## config.mk

```make
export PLATFORM = sky130hd
export DESIGN_NAME = mem_port_arbiter_flat
export DESIGN_NICKNAME = d
export VERILOG_FILES = /design/src/rtl/risc_mem_pkg.sv /design/src/rtl/mem_port_arbiter_if.sv /design/src/rtl/mem_io_decode.sv /design/src/rtl/mem_port_arbiter.sv /design/src/flat_wrapper.sv
export SDC_FILE = /design/constraint.sdc
export NUM_CORES = 1
export LEC_CHECK = 0
export ABC_AREA = 0
export CORE_ASPECT_RATIO = 0.5
export CORE_MARGIN = 1
export CORE_UTILIZATION = 33
export DETAILED_ROUTE_END_ITERATION = 8
export PLACE_DENSITY = 0.77
export SYNTH_ARGS = -nofsm -noshare
export SYNTH_HDL_FRONTEND = slang
export SYNTH_SLANG_ARGS = --single-unit
```

## constraint.sdc

```tcl
create_clock -name clk -period 1.4 [get_ports clk]
set_input_delay 0.14 -clock clk [delete_from_list [all_inputs] [get_ports clk]]
set_output_delay 0.14 -clock clk [all_outputs]
set_load 0.005 [all_outputs]
```

## src/rtl/risc_mem_pkg.sv

```systemverilog
// Shared types and address map for the CPU/debug memory port arbiter.
package risc_mem_pkg;
  localparam int ADDR_W = 9;
  localparam int DATA_W = 16;
  localparam int RAM_AW = 8;
  localparam int IO_W   = 8;

  localparam logic [ADDR_W-1:0] LED_ADDR_DEF = 9'h100;
  localparam logic [ADDR_W-1:0] SW_ADDR_DEF  = 9'h140;

  typedef enum logic [1:0] {MNONE = 2'd0, MREAD = 2'd1, MWRITE = 2'd2} mem_cmd_e;
  typedef enum logic [1:0] {IDLE = 2'd0, ACCESS = 2'd1, COMPLETE = 2'd2} arb_state_e;
  typedef enum logic {OWN_CPU = 1'b0, OWN_DBG = 1'b1} owner_e;

  typedef struct packed {
    mem_cmd_e          cmd;
    logic [ADDR_W-1:0] addr;
    logic [DATA_W-1:0] wdata;
  } req_t;
endpackage

```

## src/rtl/mem_port_arbiter_if.sv

```systemverilog
// Arbiter (slave) to environment (master) bundle: both requester ports, the RAM pins and the LED/SW pins.
interface mem_port_arbiter_if;
  import risc_mem_pkg::*;

  logic              cpu_req;
  mem_cmd_e          cpu_cmd;
  logic [ADDR_W-1:0] cpu_addr;
  logic [DATA_W-1:0] cpu_wdata;
  logic              cpu_ack;
  logic [DATA_W-1:0] cpu_rdata;

  logic              dbg_req;
  mem_cmd_e          dbg_cmd;
  logic [ADDR_W-1:0] dbg_addr;
  logic [DATA_W-1:0] dbg_wdata;
  logic              dbg_ack;
  logic [DATA_W-1:0] dbg_rdata;

  logic [RAM_AW-1:0] mem_addr;
  logic              mem_write;
  logic [DATA_W-1:0] mem_wdata;
  logic [DATA_W-1:0] mem_rdata;

  logic [IO_W-1:0]   sw_in;
  logic [IO_W-1:0]   led_out;
  logic              bad_addr;

  modport slave (
    input  cpu_req, cpu_cmd, cpu_addr, cpu_wdata,
    input  dbg_req, dbg_cmd, dbg_addr, dbg_wdata,
    input  mem_rdata, sw_in,
    output cpu_ack, cpu_rdata, dbg_ack, dbg_rdata,
    output mem_addr, mem_write, mem_wdata, led_out, bad_addr
  );

  modport master (
    output cpu_req, cpu_cmd, cpu_addr, cpu_wdata,
    output dbg_req, dbg_cmd, dbg_addr, dbg_wdata,
    output mem_rdata, sw_in,
    input  cpu_ack, cpu_rdata, dbg_ack, dbg_rdata,
    input  mem_addr, mem_write, mem_wdata, led_out, bad_addr
  );
endinterface

```

## src/rtl/mem_io_decode.sv

```systemverilog
// Combinational address/command classifier: RAM space, LED write, switch read or unmapped I/O.
module mem_io_decode
  import risc_mem_pkg::*;
#(
  parameter logic [ADDR_W-1:0] LED_ADDR = LED_ADDR_DEF,
  parameter logic [ADDR_W-1:0] SW_ADDR  = SW_ADDR_DEF
) (
  input  logic [ADDR_W-1:0] addr_i,
  input  mem_cmd_e          cmd_i,
  output logic              is_ram_o,
  output logic              is_led_wr_o,
  output logic              is_sw_rd_o,
  output logic              is_bad_o
);
  always_comb begin
    is_ram_o    = ~addr_i[ADDR_W-1];
    is_led_wr_o = (addr_i == LED_ADDR) && (cmd_i == MWRITE);
    is_sw_rd_o  = (addr_i == SW_ADDR) && (cmd_i == MREAD);
    // LED reads, switch writes and every other I/O address fall through to here.
    is_bad_o    = addr_i[ADDR_W-1] && !is_led_wr_o && !is_sw_rd_o;
  end
endmodule

```

## src/rtl/mem_port_arbiter.sv

```systemverilog
// CPU/debug arbiter for the 256x16 RAM and LED/SW I/O; 3 cycles per access, unpipelined, loser's req waits.
// MEM_ARB_ROUND_ROBIN_EN selects round-robin on ties; otherwise the CPU always wins.
module mem_port_arbiter
  import risc_mem_pkg::*;
#(
  parameter logic [ADDR_W-1:0] LED_ADDR = LED_ADDR_DEF,
  parameter logic [ADDR_W-1:0] SW_ADDR  = SW_ADDR_DEF
) (
  input  logic              clk,
  input  logic              reset_n,
  mem_port_arbiter_if.slave bus
);
  arb_state_e        state_q;
  owner_e            own_q;
  logic [RAM_AW-1:0] mem_addr_q;
  logic              mem_write_q;
  logic [DATA_W-1:0] mem_wdata_q;
  logic [IO_W-1:0]   led_q;
  logic              cpu_ack_q;
  logic              dbg_ack_q;
  logic              bad_q;
  logic              ram_rd_q;
  logic              sw_rd_q;
  logic              led_wr_q;
  logic              bad_pend_q;

  logic              cpu_win;
  req_t              grant_req;
  logic              is_ram;
  logic              is_led_wr;
  logic              is_sw_rd;
  logic              is_bad;
  logic [DATA_W-1:0] rdata_sel;

`ifdef MEM_ARB_ROUND_ROBIN_EN
  owner_e last_q;
  // On a tie, whoever was not granted last goes first.
  assign cpu_win = bus.cpu_req && (!bus.dbg_req || (last_q == OWN_DBG));
`else
  assign cpu_win = bus.cpu_req;
`endif

  always_comb begin
    grant_req = '{cmd: bus.dbg_cmd, addr: bus.dbg_addr, wdata: bus.dbg_wdata};
    if (cpu_win) begin
      grant_req = '{cmd: bus.cpu_cmd, addr: bus.cpu_addr, wdata: bus.cpu_wdata};
    end
  end

  mem_io_decode #(
    .LED_ADDR (LED_ADDR),
    .SW_ADDR  (SW_ADDR)
  ) u_decode (
    .addr_i      (grant_req.addr),
    .cmd_i       (grant_req.cmd),
    .is_ram_o    (is_ram),
    .is_led_wr_o (is_led_wr),
    .is_sw_rd_o  (is_sw_rd),
    .is_bad_o    (is_bad)
  );

  always_ff @(posedge clk or negedge reset_n) begin
    if (!reset_n) begin
      state_q     <= IDLE;
      own_q       <= OWN_CPU;
      mem_addr_q  <= '0;
      mem_write_q <= 1'b0;
      mem_wdata_q <= '0;
      led_q       <= '0;
      cpu_ack_q   <= 1'b0;
      dbg_ack_q   <= 1'b0;
      bad_q       <= 1'b0;
      ram_rd_q    <= 1'b0;
      sw_rd_q     <= 1'b0;
      led_wr_q    <= 1'b0;
      bad_pend_q  <= 1'b0;
`ifdef MEM_ARB_ROUND_ROBIN_EN
      last_q      <= OWN_DBG;
`endif
    end else begin
      case (state_q)
        IDLE: begin
          if (bus.cpu_req || bus.dbg_req) begin
            state_q     <= ACCESS;
            own_q       <= cpu_win ? OWN_CPU : OWN_DBG;
            mem_addr_q  <= grant_req.addr[RAM_AW-1:0];
            mem_write_q <= is_ram && (grant_req.cmd == MWRITE);
            mem_wdata_q <= grant_req.wdata;
            ram_rd_q    <= is_ram && (grant_req.cmd == MREAD);
            sw_rd_q     <= is_sw_rd;
            led_wr_q    <= is_led_wr;
            bad_pend_q  <= is_bad;
`ifdef MEM_ARB_ROUND_ROBIN_EN
            last_q      <= cpu_win ? OWN_CPU : OWN_DBG;
`endif
          end
        end
        ACCESS: begin
          state_q     <= COMPLETE;
          mem_write_q <= 1'b0;
          if (led_wr_q) begin
            led_q <= mem_wdata_q[IO_W-1:0];
          end
          cpu_ack_q <= (own_q == OWN_CPU);
          dbg_ack_q <= (own_q == OWN_DBG);
          bad_q     <= bad_pend_q;
        end
        COMPLETE: begin
          state_q   <= IDLE;
          cpu_ack_q <= 1'b0;
          dbg_ack_q <= 1'b0;
          bad_q     <= 1'b0;
        end
        default: state_q <= IDLE;
      endcase
    end
  end

  // RAM dout is only valid in COMPLETE, which is exactly when an ack is up.
  always_comb begin
    rdata_sel = '0;
    if (ram_rd_q) begin
      rdata_sel = bus.mem_rdata;
    end else if (sw_rd_q) begin
      rdata_sel = {{(DATA_W-IO_W){1'b0}}, bus.sw_in};
    end
  end

  assign bus.cpu_ack   = cpu_ack_q;
  assign bus.dbg_ack   = dbg_ack_q;
  assign bus.cpu_rdata = cpu_ack_q ? rdata_sel : '0;
  assign bus.dbg_rdata = dbg_ack_q ? rdata_sel : '0;
  assign bus.mem_addr  = mem_addr_q;
  assign bus.mem_write = mem_write_q;
  assign bus.mem_wdata = mem_wdata_q;
  assign bus.led_out   = led_q;
  assign bus.bad_addr  = bad_q;
endmodule
```

## src/flat_wrapper.sv

```systemverilog
// flat-port wrapper written by rule: the top's interface ports become plain ports
module mem_port_arbiter_flat import risc_mem_pkg::*;
#(
  parameter logic [ADDR_W-1:0] LED_ADDR = LED_ADDR_DEF,
  parameter logic [ADDR_W-1:0] SW_ADDR  = SW_ADDR_DEF
)
  (clk, reset_n, bus_cpu_req, bus_cpu_cmd, bus_cpu_addr, bus_cpu_wdata, bus_dbg_req, bus_dbg_cmd, bus_dbg_addr, bus_dbg_wdata, bus_mem_rdata, bus_sw_in, bus_cpu_ack, bus_cpu_rdata, bus_dbg_ack, bus_dbg_rdata, bus_mem_addr, bus_mem_write, bus_mem_wdata, bus_led_out, bus_bad_addr);
  mem_port_arbiter_if bus_i ();
  input  logic clk;
  input  logic reset_n;
  input wire logic [$bits(bus_i.cpu_req)-1:0] bus_cpu_req;
  input wire logic [$bits(bus_i.cpu_cmd)-1:0] bus_cpu_cmd;
  input wire logic [$bits(bus_i.cpu_addr)-1:0] bus_cpu_addr;
  input wire logic [$bits(bus_i.cpu_wdata)-1:0] bus_cpu_wdata;
  input wire logic [$bits(bus_i.dbg_req)-1:0] bus_dbg_req;
  input wire logic [$bits(bus_i.dbg_cmd)-1:0] bus_dbg_cmd;
  input wire logic [$bits(bus_i.dbg_addr)-1:0] bus_dbg_addr;
  input wire logic [$bits(bus_i.dbg_wdata)-1:0] bus_dbg_wdata;
  input wire logic [$bits(bus_i.mem_rdata)-1:0] bus_mem_rdata;
  input wire logic [$bits(bus_i.sw_in)-1:0] bus_sw_in;
  output wire logic [$bits(bus_i.cpu_ack)-1:0] bus_cpu_ack;
  output wire logic [$bits(bus_i.cpu_rdata)-1:0] bus_cpu_rdata;
  output wire logic [$bits(bus_i.dbg_ack)-1:0] bus_dbg_ack;
  output wire logic [$bits(bus_i.dbg_rdata)-1:0] bus_dbg_rdata;
  output wire logic [$bits(bus_i.mem_addr)-1:0] bus_mem_addr;
  output wire logic [$bits(bus_i.mem_write)-1:0] bus_mem_write;
  output wire logic [$bits(bus_i.mem_wdata)-1:0] bus_mem_wdata;
  output wire logic [$bits(bus_i.led_out)-1:0] bus_led_out;
  output wire logic [$bits(bus_i.bad_addr)-1:0] bus_bad_addr;
  assign bus_i.cpu_req = bus_cpu_req;
  assign bus_i.cpu_cmd = bus_cpu_cmd;
  assign bus_i.cpu_addr = bus_cpu_addr;
  assign bus_i.cpu_wdata = bus_cpu_wdata;
  assign bus_i.dbg_req = bus_dbg_req;
  assign bus_i.dbg_cmd = bus_dbg_cmd;
  assign bus_i.dbg_addr = bus_dbg_addr;
  assign bus_i.dbg_wdata = bus_dbg_wdata;
  assign bus_i.mem_rdata = bus_mem_rdata;
  assign bus_i.sw_in = bus_sw_in;
  assign bus_cpu_ack = bus_i.cpu_ack;
  assign bus_cpu_rdata = bus_i.cpu_rdata;
  assign bus_dbg_ack = bus_i.dbg_ack;
  assign bus_dbg_rdata = bus_i.dbg_rdata;
  assign bus_mem_addr = bus_i.mem_addr;
  assign bus_mem_write = bus_i.mem_write;
  assign bus_mem_wdata = bus_i.mem_wdata;
  assign bus_led_out = bus_i.led_out;
  assign bus_bad_addr = bus_i.bad_addr;
  mem_port_arbiter #(.LED_ADDR(LED_ADDR), .SW_ADDR(SW_ADDR)) u_core (.clk(clk), .reset_n(reset_n), .bus(bus_i));
endmodule
```

Word-level counts from Yosys, hierarchy flattened
Index checks and enable logic that the tools add are counted.

operators by class
  reduce and logical (&&, ||, !) cells = 15
  equal/unequal tests = 7
  bitwise gates (word level) = 2
  muxes and demuxes = 13

operator list
  cell                                                   count
  two-way mux 16 bit                                     3
  two-way mux 27 bit                                     1
  == test 9 bit, second input constant                   2
  two-way mux 8 bit                                      1
  case mux 1 bit (2 select lines)                        4
  logical AND 1 bit                                      6
  AND reduction 2 bit                                    3
  == test 2 x 1 -> 1 bit, second input constant          2
  == test 2 bit, second input constant                   2
  case mux 2 bit (2 select lines)                        1
  nonzero test 2 bit                                     2
  zero test 1 bit                                        2
  zero test 2 bit                                        1
  two-way mux 1 bit                                      2
  two-way mux 2 bit                                      1
  inequality test 2 x 1 -> 1 bit, second input constant  1
  NOT 1 bit                                              2
  logical OR 1 bit                                       1

storage, ports and cells
  logic and storage cells = 50
  input port bits = 82
  output and inout port bits = 68
  flip-flop bits (word level) = 43

Longest topological paths before layout
  word-level depth = 6
  mapped depth = 7
  depth with buffers taken out = 6

Cells and area by module
From an unflattened synthesis, not the netlist that was laid out.

second synthesis, totals
  cells, all modules = 214
  area, all modules = 2319.7 µm²

modules (own cells, without submodules)
  module            area each (µm²)  sequential area each (µm²)  cells each  instances
  mem_port_arbiter  2225.9           1076.0                      204         1
  mem_io_decode     93.8             0.0                         10          1

Worst setup path after synthesis
Ideal clock, no wire load.

  path kind = register to register
  start = register u_core.state_q[0]
  end = register u_core.mem_write_q (netlist: u_core.bus.mem_write)
  setup time = 0.076 ns
  path slack = -0.104 ns
  clock period less this slack = 1.504 ns
  data arrival time = 1.428 ns
  cell stages (with the launch flop) = 8
  path buffers = 1
  path through = dfrtp_1 -> inv_1 -> ha_1 -> o21ai_1 -> buf_2 -> a211o_1 -> a2bb2oi_1 -> o21ai_1

between the ends
  word-level cells in the longest chain between the ends = 3
  elaborated cells on any way between the ends = 6
  those cells by class = eq/ne (2); mux (1); reduce/logical (3)

RTL lines
  what                                                                            line                    source
  start: declaration                                                              mem_port_arbiter.sv:13  arb_state_e state_q;
  start signal: assignment                                                        mem_port_arbiter.sv:64  state_q <= IDLE;
  start signal: assignment                                                        mem_port_arbiter.sv:84  state_q <= ACCESS;
  start signal: assignment                                                        mem_port_arbiter.sv:99  state_q <= COMPLETE;
  zero test 2 bit or == test 2 x 1 -> 1 bit (tied branches)                       mem_port_arbiter.sv:81  case (state_q)
  inequality test 2 x 1 -> 1 bit (no line) or nonzero test 2 bit (tied branches)  -
  AND reduction 2 bit (no line)                                                   -
  end signal: assignment                                                          mem_port_arbiter.sv:87  mem_write_q <= is_ram && (grant_req.cmd == MWRITE);
  end: declaration                                                                mem_port_arbiter.sv:16  logic mem_write_q;

Parallel ways exist; a longest one is shown, timed or not.
A chain may end at the register's enable or synchronous reset.

Worst setup path after layout
  start = register u_core.sw_rd_q
  end = output bus_dbg_rdata[0]

between the ends
  word-level cells in the longest chain between the ends = 3

RTL lines
  what                      line                     source
  start: declaration        mem_port_arbiter.sv:23   logic sw_rd_q;
  start signal: assignment  mem_port_arbiter.sv:90   sw_rd_q <= is_sw_rd;
  two-way mux 8 bit         mem_port_arbiter.sv:124  end else if (sw_rd_q) begin
  two-way mux 16 bit        mem_port_arbiter.sv:122  if (ram_rd_q) begin
  two-way mux 16 bit        mem_port_arbiter.sv:132  assign bus.dbg_rdata = dbg_ack_q ? rdata_sel : '0;
  end: declaration          flat_wrapper.sv:24       output wire logic [$bits(bus_i.dbg_rdata)-1:0] bus_dbg_rdata;

No other way between the ends.

==> out/qor.tcl <==
set qor(vias) 2471
set qor(timing.rr.end) {u_core.bad_pend_q}
set qor(area.growth.synth_to_final_pct) 87.7
set qor(synth_top_flop_cell) {dfrtp_1}
set qor(grt_pass1_vias) 2469
set qor(rsz0062_at_grt) {true}
set qor(postSynthRegisterBits) 43
set qor(failed_checks) {setup timing}
set qor(cp.arrival_ns) 1.42
set qor(r2r_start) {u_core.state_q[0]}
set qor(max_freq_mhz) 639
set qor(outcome) {finished with violations}
set qor(synth.most_common_cell) {dfrtp_1}
set qor(ratio_of_cells_with_drive_above_1_in_the_final_layout_pct) 25.9
set qor(yosys.area_share.adder_pct) 1.63
set qor(vias_per_cell) 4.85
set qor(cts-buffers-inserted) 5
set qor(worst_skew_pair.late_latency_ns) 0.28
set qor(num_rows) 21
set qor(drt-total-wl_mm) 7.89
set qor(final_antenna_net_count) 0
set qor(clockRootBuffer) {clkbuf_16}
set qor(h-tree-depth) 2
set qor(drv_cap) 0
set qor(synthesis.instances) 237
set qor(globalRouteOverflowTotal) 0
set qor(worstSetupStartpointType) {register}
set qor(synth-compound-area-share_pct) 12.6
set qor(min_tclk_post_route_ns) 1.56
set qor(finalWorstSetupSlack_ns) -0.165
set qor(io-pin-count) 150
set qor(drtIter0Drc) 93
set qor(timing.final.crit_share_pct) 112
set qor(hold_violations) 0
set qor(max-vdd-ir-drop_mv) 0.633
set qor(detailedPlacementHpwl_mm) 5.86
set qor(rrSetupSlack_ns) -0.08
set qor(syn_area_um2) 2310
set qor(stdcell_area_um2) 4340
set qor(synth_top_cells_by_area) {dfrtp_1 47%, mux2i_1 10%, o21ai_0 6.7%}
set qor(maxSlewViolCount) 0
set qor(synth-seq-area-share_pct) 46.6
set qor(number_of_enable_flip_flop_cells_after_synthesis) 0
set qor(setup_violation_total_in_the_final_timing_report) 27
set qor(post_synth_xor_area_fraction_pct) 0
set qor(cts.path.max_buffers) 2
set qor(synth_nets) 322
set qor(io_buffers) 149
set qor(synth_cell_type_count) 35
set qor(antenna_found_initial) 0
set qor(chipHeight_um) 61.2
set qor(total_drc_errors_in_the_routed_layout) 0
set qor(numClockSinks) 43
set qor(worstRegToRegCells) 6
set qor(pin_count_of_the_biggest_net_entering_global_routing) 29
set qor(floorplan.die.width_um) 120
set qor(yosys_warnings) 0
set qor(detailed_place.area_um2) 4040
set qor(path_clk_slew_ns) 0.06
set qor(fin_skew_ns) 0.00527
set qor(timing_worst_slew_pin_value_ns) 0.361
set qor(synth.cells.most_frequent) {43 x dfrtp_1, 34 x nand2_1, 31 x o21ai_0}
set qor(min-delay-path-class) {input port to async pin}
set qor(core_um2) 6730
set qor(n_antenna_cell) 0
set qor(tritoncts) {done}
set qor(timing.slew.headroom_pct) 76.0
set qor(power.leakage_nw) 2.02
set qor(mux_contribution_to_synthesized_area_pct) 14.8
set qor(critPathMaxFanout) 7
set qor(grt_first_pass_wirelength_mm) 11.6
set qor(power_density_nw_per_um2) 1500
set qor(layout.nets) 502
set qor(timing.critical_path.from) {u_core.sw_rd_q}
set qor(gp_congestion) 0.801
set qor(area_share_of_the_leading_cell_type_in_the_synthesized_netlist_pct) 46.6
set qor(netlist.top_cell.by_area) {dfrtp_1}
set qor(setup.worst_path.end_class) {primary output}
set qor(fillerInstances) 543
set qor(timing.critical_path.to) {bus_dbg_rdata[0]}
set qor(drt_pass1_iterations) 4
set qor(yosys.area_share.simple_pct) 20.2
set qor(start_util_pct) 34.3
set qor(cp_data_required_time_ns) 1.26
set qor(async_reset_ff_share_pct) 100
set qor(synth.avg_cell_area_um2) 9.75
set qor(die_area_um2) 7360
set qor(final_core_utilization_pct) 64.5
set qor(worstSetupPathType) {register to primary output}
set qor(detail_routed_net_length_per_standard_cell_um) 15.5
set qor(gr-usage-all-layers_pct) 20.3
set qor(dominant_combinational_cell_family_by_area_after_synthesis) {simple AND/OR/NAND/NOR gates}
[state kept, by name, indices dropped and copies added (netlist names)]
| signal | count |
|---|---|
| u_core.bus.mem_addr | 8 |
| u_core.own_q | 1 |
| u_core.led_wr_q | 1 |
| u_core.bus.bad_addr | 1 |
| u_core.bad_pend_q | 1 |
| u_core.ram_rd_q | 1 |
| u_core.bus.dbg_ack | 1 |
| u_core.bus.led_out | 8 |
| u_core.sw_rd_q | 1 |
| u_core.state_q | 2 |
| u_core.bus.mem_wdata | 16 |
| u_core.bus.cpu_ack | 1 |
| u_core.bus.mem_write | 1 |
[logic make-up (layout without fill, tap and decap cells)]
kind of cell / after synthesis / in the layout
adder cells (fa/ha/maj): 3 / 3
multiplexers: 33 / 33
buffers and inverters: 19 / 199
AO/OA/AOI/OAI: 50 / 50
flip-flops: 43 / 43
AND/OR/NAND/NOR: 89 / 89
[placed cells by master (no fill, tap or decap), types with 2 or more instances in the layout]
cell type	synthesis	final
and3_1	16	16
inv_2	0	2
mux2_4	0	8
a21oi_1	3	2
a22oi_2	0	7
buf_2	3	24
dfrtp_2	0	2
mux2i_1	24	24
clkbuf_16	0	5
nand2_1	34	33
nor2b_1	13	13
o21ai_2	0	2
clkdlybuf4s50_1	0	114
o21ai_1	2	2
nand3b_1	3	3
buf_6	2	12
o21ai_0	31	28
inv_1	4	2
nor2_1	12	11
ha_4	0	2
dfrtp_1	43	41
clkbuf_2	0	10
nor3b_1	2	2
dlygate4sd2_1	0	3
buf_4	2	21
[worst min path at each step]
stage	startpoint	to	slack (ns)	depth (start not counted)
6_report	reset_n	u_core.bus.bad_addr	0.31	2
5_1_grt	reset_n	u_core.bus.dbg_ack	0.35	2
4_1_cts	reset_n	u_core.bus.bad_addr	0.31	2
3_5_place_dp	reset_n	u_core.bus.bad_addr	0.06	1
3_3_place_gp	reset_n	u_core.bus.bad_addr	0.06	1
2_1_floorplan	reset_n	u_core.bad_pend_q	-0.16	0
[per-stage QoR]
stage | hold WS, ns | worst slack, ns | cells | total power (W) | setup TNS (ns)
CTS | 0.308 | -0.183 | 506 | 0.00636 | -2.45
floorplan | -0.156 | 0.0198 | 237 | 0.00318 | 0
detailed placement | 0.0646 | -0.188 | 486 | 0.00497 | -3.50
finish | 0.307 | -0.165 | 509 | 0.00651 | -2.63
global route | 0.348 | -0.231 | 509 | 0.00693 | -4.14
global placement | 0.0635 | -0.130 | 486 | 0.00484 | -2.42
[power by group]
group / internal [W] / switching, W
Combinational: 0.00195 / 0.00141
Sequential: 0.00172 / 0.000338
Clock: 0.000649 / 0.000440
[worst max-delay path, cell delays in order (launching register included)]
cell and delay [ns]:
dfrtp_1 0.39, nor2b_1 0.13, buf_4 0.17, buf_6 0.12
a22oi_2 0.14, nor2_1 0.07, buf_2 0.13
[per-layer routing]
| layer | wire length [um] | GRT usage (%) |
|---|---|---|
| met1 | 3110 | 22.1 |
| met2 | 4330 | 41.9 |
| met3 | 359 | 3.43 |
| met4 | 81 | 6.17 |
| met5 | 0 | 0 |
[layout make-up]
| class | instances | area (um^2) | area share, % |
|---|---|---|---|
| clock inverter | 2 | 13.8 | 0.317 |
| clock buffer | 5 | 125 | 2.89 |
| sequential | 43 | 1080 | 24.9 |
| tap | 92 | 115 | 2.66 |
| multi-input combinational | 175 | 1300 | 30.0 |
| inverter | 5 | 18.8 | 0.433 |
| timing repair buffer | 187 | 1680 | 38.8 |
[timing repair]
action	4_1_cts	5_1_grt
gates cloned	3	0
endpoints found under the setup margin	45	71
pin swaps	15	15
hold buffers	1	0
endpoints found under the hold margin	13	0
gates resized for setup	124	36
buffers inserted	9	4
No activity file was read; power rests on OpenSTA's default activity.
